<file path="config.mk">
export PLATFORM = sky130hd
export DESIGN_NAME = ysyx_25060170_ctrl
export DESIGN_NICKNAME = d
export VERILOG_FILES = /design/src/rtl/ysyx_25060170_pkg.sv /design/src/rtl/ysyx_25060170_wdt.sv /design/src/rtl/ysyx_25060170_ctrl.sv
export SDC_FILE = /design/constraint.sdc
export NUM_CORES = 1
export LEC_CHECK = 0
export ABC_AREA = 1
export BUFFER_PORTS_ARGS = -buffer_cell sky130_fd_sc_hd__buf_2
export CORE_MARGIN = 3
export CORE_UTILIZATION = 40
export CTS_CLUSTER_SIZE = 16
export DETAILED_ROUTE_END_ITERATION = 12
export GPL_ROUTABILITY_DRIVEN = 1
export PLACE_DENSITY_LB_ADDON = 0.12
export SKIP_CTS_REPAIR_TIMING = 1
export SLEW_MARGIN = 25
export SYNTH_ARGS = -nofsm -noshare
export SYNTH_HDL_FRONTEND = slang
export SYNTH_SLANG_ARGS = --single-unit
</file>
<file path="constraint.sdc">
create_clock -name clk -period 2.41 [get_ports clk]
set_input_delay 0.241 -clock clk [delete_from_list [all_inputs] [get_ports clk]]
set_output_delay 0.241 -clock clk [all_outputs]
set_load 0.05 [all_outputs]
</file>
<file path="src/rtl/ysyx_25060170_pkg.sv">
// ----------------------------------------------------------------------------
// ysyx_25060170_pkg : shared control-FSM state encodings and RV32 opcodes
// Rev 1.0
// ----------------------------------------------------------------------------
`default_nettype none

package ysyx_25060170_pkg;

   localparam int STATE_W = 3;

   // Code 7 is deliberately unused; the FSM steers it back to IDLE.
   typedef enum logic [STATE_W-1:0] {
      ST_IDLE   = 3'd0,
      ST_FETCH  = 3'd1,
      ST_DECODE = 3'd2,
      ST_MEM    = 3'd3,
      ST_WB     = 3'd4,
      ST_HALT   = 3'd5,
      ST_ERR    = 3'd6
   } state_t;

   localparam logic [6:0] OPC_LUI    = 7'b0110111;
   localparam logic [6:0] OPC_AUIPC  = 7'b0010111;
   localparam logic [6:0] OPC_JAL    = 7'b1101111;
   localparam logic [6:0] OPC_JALR   = 7'b1100111;
   localparam logic [6:0] OPC_BRANCH = 7'b1100011;
   localparam logic [6:0] OPC_LOAD   = 7'b0000011;
   localparam logic [6:0] OPC_STORE  = 7'b0100011;
   localparam logic [6:0] OPC_OP_IMM = 7'b0010011;
   localparam logic [6:0] OPC_OP     = 7'b0110011;
   localparam logic [6:0] OPC_SYSTEM = 7'b1110011;

   localparam logic [31:0] INST_EBREAK = 32'h0010_0073;

   function automatic logic is_bus_wait(input state_t s);
      return (s == ST_FETCH) || (s == ST_MEM);
   endfunction

endpackage

`default_nettype wire

</file>
<file path="src/rtl/ysyx_25060170_wdt.sv">
// ----------------------------------------------------------------------------
// ysyx_25060170_wdt : bus-ack watchdog; expired pulses on the TIMEOUT-th wait
// Rev 1.0
// ----------------------------------------------------------------------------
`default_nettype none

module ysyx_25060170_wdt #(
   parameter int TIMEOUT = 255
) (
   input  logic clk,
   input  logic rst,
   input  logic clr,
   input  logic en,
   output logic expired
);

   localparam int CNT_W = (TIMEOUT < 2) ? 1 : $clog2(TIMEOUT + 1);
   localparam int LIMIT = (TIMEOUT == 0) ? 0 : TIMEOUT - 1;
   localparam logic [CNT_W-1:0] LIMIT_V = CNT_W'(LIMIT);
   localparam logic [CNT_W-1:0] ONE     = CNT_W'(1);

   logic [CNT_W-1:0] count;

   // Saturating so a disabled watchdog never wraps back to a stale match.
   always_ff @(posedge clk or posedge rst) begin
      if (rst) begin
         count <= '0;
      end else if (clr) begin
         count <= '0;
      end else if (en && (count != '1)) begin
         count <= count + ONE;
      end
   end

   // Fires in the wait cycle that brings the count up to TIMEOUT.
   assign expired = (TIMEOUT != 0) && en && (count == LIMIT_V);

endmodule

`default_nettype wire

</file>
<file path="src/rtl/ysyx_25060170_ctrl.sv">
// ----------------------------------------------------------------------------
// ysyx_25060170_ctrl : multi-cycle core control FSM (fetch/decode/mem/wb)
// Rev 1.0
// ----------------------------------------------------------------------------
`default_nettype none

module ysyx_25060170_ctrl
   import ysyx_25060170_pkg::*;
#(
   parameter int TIMEOUT = 255
) (
   input  logic        clk,
   input  logic        rst,
   output logic        ifu_req_o,
   input  logic        ifu_ack_i,
   input  logic [31:0] ifu_rdata_i,
   output logic [31:0] inst_o,
   input  logic        is_load_i,
   input  logic        is_store_i,
   input  logic        is_ebreak_i,
   input  logic        reg_we_i,
   output logic        lsu_req_o,
   input  logic        lsu_ack_i,
   output logic        gpr_we_o,
   output logic        pc_we_o,
   output logic        halt_o,
   output logic        timeout_o,
   output logic [31:0] instret_o,
   output logic [2:0]  state_o
);

   state_t state;
   state_t next_state;
   logic   wdt_clr;
   logic   wdt_en;
   logic   wdt_expired;

   always_ff @(posedge clk or posedge rst) begin
      if (rst) begin
         state <= ST_IDLE;
      end else begin
         state <= next_state;
      end
   end

   always_ff @(posedge clk or posedge rst) begin
      if (rst) begin
         inst_o <= 32'd0;
      end else if ((state == ST_FETCH) && ifu_ack_i) begin
         inst_o <= ifu_rdata_i;
      end
   end

   always_ff @(posedge clk or posedge rst) begin
      if (rst) begin
         instret_o <= 32'd0;
      end else if (state == ST_WB) begin
         instret_o <= instret_o + 32'd1;
      end
   end

   // An ack always beats the watchdog in the same cycle.
   always_comb begin
      next_state = state;
      case (state)
         ST_IDLE:   next_state = ST_FETCH;
         ST_FETCH: begin
            if (ifu_ack_i) begin
               next_state = ST_DECODE;
            end else if (wdt_expired) begin
               next_state = ST_ERR;
            end
         end
         ST_DECODE: begin
            if (is_ebreak_i) begin
               next_state = ST_HALT;
            end else if (is_load_i || is_store_i) begin
               next_state = ST_MEM;
            end else begin
               next_state = ST_WB;
            end
         end
         ST_MEM: begin
            if (lsu_ack_i) begin
               next_state = ST_WB;
            end else if (wdt_expired) begin
               next_state = ST_ERR;
            end
         end
         ST_WB:     next_state = ST_FETCH;
         ST_HALT:   next_state = ST_HALT;
         ST_ERR:    next_state = ST_ERR;
         default:   next_state = ST_IDLE;
      endcase
   end

   // Held clear outside the wait states, so every FETCH/MEM entry starts at 0.
   always_comb begin
      wdt_clr = !is_bus_wait(state);
      wdt_en  = ((state == ST_FETCH) && !ifu_ack_i) ||
                ((state == ST_MEM)   && !lsu_ack_i);
   end

   ysyx_25060170_wdt #(
      .TIMEOUT (TIMEOUT)
   ) u_wdt (
      .clk     (clk),
      .rst     (rst),
      .clr     (wdt_clr),
      .en      (wdt_en),
      .expired (wdt_expired)
   );

   assign ifu_req_o = (state == ST_FETCH);
   assign lsu_req_o = (state == ST_MEM);
   assign pc_we_o   = (state == ST_WB);
   assign gpr_we_o  = (state == ST_WB) && reg_we_i;
   assign halt_o    = (state == ST_HALT);
   assign timeout_o = (state == ST_ERR);
   assign state_o   = state;

endmodule

`default_nettype wire

</file>
==> impl_results.md, run 1 <==
- Post-Place Cells: 624
- Hold Vio Cnt, Final: 0
- Synth area leader: dfrtp_1
- Grt met1 use: 20.1%
- Hold Crit Start: ifu_rdata_i[3]
- Share of cells above drive strength 1: 32.1%
- Clock-pin slew on the worst setup and hold paths: 0.08 ns
- Static Leakage: 0.00245 uW
- Critical R2R Launch: state_o[2]
- Design area: 0.00465 sq mm
- CP Data Arrival Time: 1.60 ns
- Met2 Use GR: 27.2%
- Switching Power: 2590 uW
- Layout fillers: 842
- Area of the multi-input gates: 0.00162 sq mm
- Status: complete, no violations
- Sequential area share after synthesis: 50.6%
- Top cells by area, synth: dfrtp_1 51%, nand2_1 11%, mux2_2 7.0%
- Yosys cell types: 26
- Area growth syn-to-layout: 25.4%
- Clock Tree Root: clkbuf_8
- Yosys top cell area share: 50.6%
- Gr usage total: 16.0%
- Worst-skew pair later-pin latency: 0.34 ns
- Vias in the first global route: 2,897
- Min-Delay Path Class: primary input to flip-flop
- Worst setup EP type: output port
- P per Cell Area: 1190 mW/mm^2
- First-pass GRT wire length: 13.3 mm
- Met3 Track Usage GR: 3.55%
- Synth Net Count: 449
- Clock Path Buffers: 2
- First-pass detailed-route iteration total: 4
- H-Tree Level Count: 3
- Global routing's busiest layer: met2
- Finish-stage setup viols: 0
- Diodes inserted: 0
- Crit. Startpoint: state_o[1]
- Worst-margin pin slew: 0.763 ns
- RSZ-0062 raised after global routing: no
- Post-Syn Instances: 406
- Logic pwr share: 46.1%
- Die width: 102 microns
- Setup TNS: 0 ns
- Die height: 102 microns
- Floorplan core area: 0.00885 sq mm
- Initial Utilization: 41.9%
- Clk pwr share: 21.7%
- Final core utilization: 52.6%
- Vias/cell: 4.80
- Final worst-path cycle share: 76.5%
- Internal power: 2930 uW
- Synth Register Bits: 75
- Drt wl/cell: 13.0 microns
- Dpl cell area: 0.00439 sq mm
- Sw Share: 47.0%
- Routed wire length: 8.32 mm
- Post-Syn Area per Cell: 9.14 sq um
- Synth Warn #: 0
- Row Count: 34
- Mapped cell area: 0.00371 sq mm
- Total grt overflow: 0
- Clk_skew: 0.00563 ns
- Fmax: 542 MHz
- Startpoint Class: flip-flop
- CTS tree: built
- Final cell count without fillers: 641
- Final HPWL DP: 6.25 mm
- Routed Antenna Nets: 0
- WS Path Type: flip-flop to output port
- Largest net degree at the start of global routing: 51
- Clk sink count: 75
- TritonCTS Buffers: 9
- MaxCap Viol Count: 0
- Crit path max fanout: 9
- Sequential share of power: 32.3%
- # IOs: 113
- Relative slew slack: 49.0%
- Port bufs: 112
- Residual DRC: 0
- Initial antenna violation count: 0
- Vias: 3,080
- Layout net count: 571
- Slew Limit Fails: 0
- WP data required: 2.17 ns
- Final period demand of the worst path: 1.84 ns
- Die area: 0.0105 sq mm
- Routability congestion estimate: 0.803
- Number of DRC markers in iteration 0: 58
- Seq. cell area: 0.00188 sq mm
- VDD IR-drop max: 0.462 mV
-- layer usage --
layer | part of all wire, % | vias to the layer above | routed length [microns]
met1 | 46 | 1430 | 3820
met3 | 5.8 | 11 | 482
li1 | - | 1549 | -
met4 | 1.4 | 0 | 115
met2 | 47 | 90 | 3900
met5 | 0 | - | 0
-- metrics by stage --
| step | hold WS (ns) | setup WS (ns) | total power, uW |
|---|---|---|---|
| finish | 0.0999 | 0.566 | 5520 |
| global route | 0.0926 | 0.438 | 5820 |
| CTS | -0.0462 | 0.534 | 5590 |
| detailed placement | 0.340 | 0.573 | 4380 |
| global placement | 0.322 | 0.613 | 4340 |
| floorplan | 0.373 | 0.174 | 3800 |
-- state kept, by name (all words and copies together), names as in the netlist --
signal       cells
u_wdt.count      8
state_o          3
inst_o          32
instret_o       32
-- layout make-up --
class	count	share of cell area, %
Sequential cell	75	40.3
Tap cell	108	2.90
Timing Repair Buffer	114	12.7
Inverter	49	3.95
Multi-Input combinational cell	279	34.7
Clock inverter	7	2.69
Clock buffer	9	2.66
-- kinds of logic after synthesis --
logic type / Yosys count / share of synthesized area [%]
multiplexers: 32 / 9.71
XOR/XNOR: 21 / 4.96
flip-flops: 75 / 50.6
AO/OA/AOI/OAI: 12 / 1.75
AND/OR/NAND/NOR: 211 / 26.1
adder cells (fa/ha/maj): 3 / 1.01
buffers and inverters: 52 / 5.87
-- cells in the mapped netlist (all sizes together) --
cell and n:
ha 3, nand4 13, xor2 12, a21o 1, and2 1, nand3 34
dfrtp 75, a21oi 2, o211ai 1, nor3 7, xnor2 9, nand3b 7
nor2 39, o21ai 8, nand2 110, mux2 32, inv 49, buf 3
-- power groups by stage --
| stage | Clock [uW] | Sequential (uW) | Combinational [uW] |
|---|---|---|---|
| floorplan | 0 | 2970 | 835 |
| detailed placement | 0 | 1810 | 2570 |
| CTS | 1240 | 1790 | 2570 |
| finish | 1200 | 1780 | 2550 |
| global route | 1290 | 1830 | 2700 |
| global placement | 0 | 1800 | 2540 |
-- cell usage in the layout, fill, tap and decap left out, types with 9 or more instances in the layout --
| cell type | Yosys | layout |
|---|---|---|
| buf_2 | 0 | 112 |
| nand2_1 | 105 | 105 |
| dfrtp_1 | 75 | 75 |
| inv_1 | 46 | 45 |
| nand3_1 | 32 | 32 |
| nor2_1 | 32 | 32 |
| mux2_2 | 23 | 23 |
| nand4_1 | 13 | 13 |
| xor2_1 | 12 | 12 |
| mux2_1 | 9 | 9 |
| xnor2_1 | 9 | 9 |
| clkbuf_8 | 0 | 9 |
-- worst paths after layout --
kind                                      end  slack [ns]  cells past startpoint
worst max-delay path                 gpr_we_o        0.57                      4
worst max register to register     inst_o[12]        0.57                      5
worst min-delay path                inst_o[3]         0.1                      2
max in group asynchronous       instret_o[12]        1.26                      4
min in group asynchronous          inst_o[15]        0.49                      3
worst min register to register      inst_o[0]        0.49                      1
-- worst max-delay path: stages (launching register included) --
cell and delay [ns]:
dfrtp_1 0.44, inv_1 0.17, nand3_2 0.24, nor2_1 0.14
buf_2 0.27
Power figures use the tool's default switching activity.
==> run 2, diff against run 1 <==
ABC_AREA = 0   (was 1)
clock period = 1.8 ns   (was 2.41 ns; I/O delays follow)
==> impl_results.md, run 2 <==
- Sequential share of power: 32.6%
- Switching Power: 3430 uW
- Total grt overflow: 0
- Slew Limit Fails: 0
- Synth area leader: dfrtp_1
- Initial antenna violation count: 0
- CTS tree: built
- Die area: 0.00959 sq mm
- Die height: 98.0 microns
- Share of synthesized registers carrying an async set or reset: 100%
- WP data required: 1.62 ns
- Commonest non-fill, non-tap cells in the layout: 111 x buf_2, 69 x dfrtp_1, 26 x xnor2_1, 24 x mux2_2, 19 x nand4_1
- TritonCTS Buffers: 9
- Clk_skew: 0.00716 ns
- Synth cell count leaders: 75 x dfrtp_1, 33 x mux2_2, 26 x xnor2_1
- H-Tree Level Count: 3
- Hold Vio Cnt, Final: 0
- Layout net count: 451
- Share of cells above drive strength 1: 50.8%
- Finish-stage setup viols: 1
- CP Data Arrival Time: 1.63 ns
- Top cells by area, synth: dfrtp_1 55%, mux2_2 11%, xnor2_1 6.7%
- P per Cell Area: 1640 mW/mm^2
- Floorplan core area: 0.00797 sq mm
- Post-Place Cells: 490
- Clock Path Buffers: 2
- WS Path Type: flip-flop to output port
- Final core utilization: 57.1%
- VDD IR-drop max: 1.09 mV
- Synth Warn #: 0
- Clk sink count: 75
- Internal power: 4040 uW
- Top flop regs: inst_o (32), instret_o (32), u_wdt.count (8)
- Setup ws final: -0.00790 ns
- Vias/cell: 4.94
- Fmax: 553 MHz
- Routability congestion estimate: 0.763
- Final cell count without fillers: 515
- First-pass detailed-route iteration total: 4
- Initial Utilization: 42.4%
- Critical R2R Launch: state_o[0]
- Final period demand of the worst path: 1.81 ns
- R2R Setup Slk: 0.10 ns
- Routed wire length: 7.22 mm
- Synth Register Bits: 75
- Synth Net Count: 318
- Synth Flop Type: dfrtp_1
- Gr usage total: 15.4%
- Number of DRC markers in iteration 0: 78
- Worst-margin pin slew: 0.545 ns
- Sequential area share after synthesis: 55.5%
- Status: finished, violations left
- Logic pwr share: 50.1%
- Final HPWL DP: 5.25 mm
- Vias in the first global route: 2,476
- Worst slack at placement: 0.0702 ns
- Top-count cell post-synth: dfrtp_1
- Final worst-path cycle share: 100%
- First-pass GRT wire length: 12.2 mm
- Mapped cell area: 0.00338 sq mm
- Final Total Pwr: 7470 uW
- MaxCap Viol Count: 0
- Post-Syn Instances: 275
- Clock Tree Root: clkbuf_8
- Die width: 98.0 microns
- Clk pwr share: 17.3%
- Drt wl/cell: 14.0 microns
- Static Leakage: 0.00222 uW
- Diodes inserted: 0
- Worst setup EP type: output port
- Min-Delay Path Class: primary input to flip-flop
- Vias: 2,546
- Worst R2R Path Depth: 6
- Port bufs: 112
- Largest net degree at the start of global routing: 33
- Commonest non-fill, non-tap cell in the layout: buf_2
- Yosys top cell area share: 55.5%
- Hold depth: 2
- Sw Share: 45.9%
- Worst-skew pair later-pin latency: 0.34 ns
- Area growth syn-to-layout: 34.5%
- Failing checks: setup timing
- Crit path max fanout: 3
- Post-Syn Area per Cell: 12.3 sq um
- Reg2reg end: instret_o[10]
- Hold worst-path end: inst_o[9]
- Residual DRC: 0
- # IOs: 113
- Yosys cell types: 37
- Clock-pin slew on the worst setup and hold paths: 0.08 ns
- RSZ-0062 raised after global routing: yes
- EDFF count, synth: 0
- Row Count: 32
- Relative slew slack: 63.6%
- Hold Crit Start: ifu_rdata_i[9]
- Routed Antenna Nets: 0
- Startpoint Class: flip-flop
==> run 2: cell count changes in the layout (fill, tap and decap cells not counted), sizes merged, moves of 6 or more <==
cell	before	now
nand2	110	8
inv	50	5
nor2	39	9
buf	113	135
nand3	34	16
xnor2	9	26
and3	0	8
nand3b	7	0
xor2	12	5
and2	1	7
nand4	13	19
==> run 2: worst max-delay path by stage <==
stage	from	end	slack [ns]	cells after the start
2_1_floorplan	state_o[0]	inst_o[21]	-0.20	7
3_3_place_gp	state_o[1]	gpr_we_o	0.09	5
3_5_place_dp	state_o[1]	instret_o[6]	0.07	5
4_1_cts	state_o[1]	gpr_we_o	-0.32	5
5_1_grt	state_o[2]	gpr_we_o	-0.08	5
6_report	state_o[0]	gpr_we_o	-0.008	5
==> run 2: cells by family (layout without fill, tap and decap cells) <==
kind of cell               after synthesis  after routing  share of synthesized area (%)
AOI/OAI and AO/OA                       22             22                           4.55
xor gates and xnor gates                31             31                           8.03
adders and majority gates                3              3                           1.11
buffers and inverters                   20            158                           3.44
DFF                                     75             75                           55.5
muxes                                   35             35                           11.6
and+or+nand+nor                         89             89                           15.8
==> run 2: area by class of cell <==
| type | instances | area [sq um] |
|---|---|---|
| inverter | 6 | 30.0 |
| fill | 692 | 3420 |
| timing repair buffer | 136 | 820 |
| sequential | 75 | 1880 |
| tap | 102 | 128 |
| multi-input combinational | 180 | 1490 |
| clock buffer | 10 | 138 |
| clock inverter | 6 | 63.8 |
==> run 2: worst max-delay path, cell delays in order, from the launching register on <==
cell and delay, ns:
dfrtp_2 0.40, or3b_4 0.41, buf_6 0.14, clkinvlp_4 0.07
and2_4 0.14, buf_8 0.13
==> run 2: per-stage QoR <==
| step | hold WS, ns | area (sq um) | TNS, ns |
|---|---|---|---|
| 2_1_floorplan | 0.315 | 3520 | -6.45 |
| 3_3_place_gp | 0.262 | 4260 | 0 |
| 3_5_place_dp | 0.266 | 4260 | 0 |
| 4_1_cts | -0.114 | 4460 | -0.518 |
| 5_1_grt | 0.0422 | 4550 | -0.138 |
| 6_report | 0.0692 | 4550 | -0.00790 |
==> run 2: power groups by stage <==
| stage | Clock (uW) | Sequential, uW | Combinational [uW] |
|---|---|---|---|
| 2_1_floorplan | 0 | 4030 | 1310 |
| 3_3_place_gp | 0 | 2450 | 3650 |
| 3_5_place_dp | 0 | 2470 | 3670 |
| 4_1_cts | 1360 | 2440 | 3670 |
| 5_1_grt | 1440 | 2510 | 3940 |
| 6_report | 1300 | 2440 | 3740 |
==> run 2: per-layer routing <==
metal,vias up,GRT usage [%],wire length (microns)
met3,4,4.21,527
met4,0,4.47,38
met2,86,23.1,3280
li1,1253,-,-
met5,-,0,0
met1,1203,21.9,3380
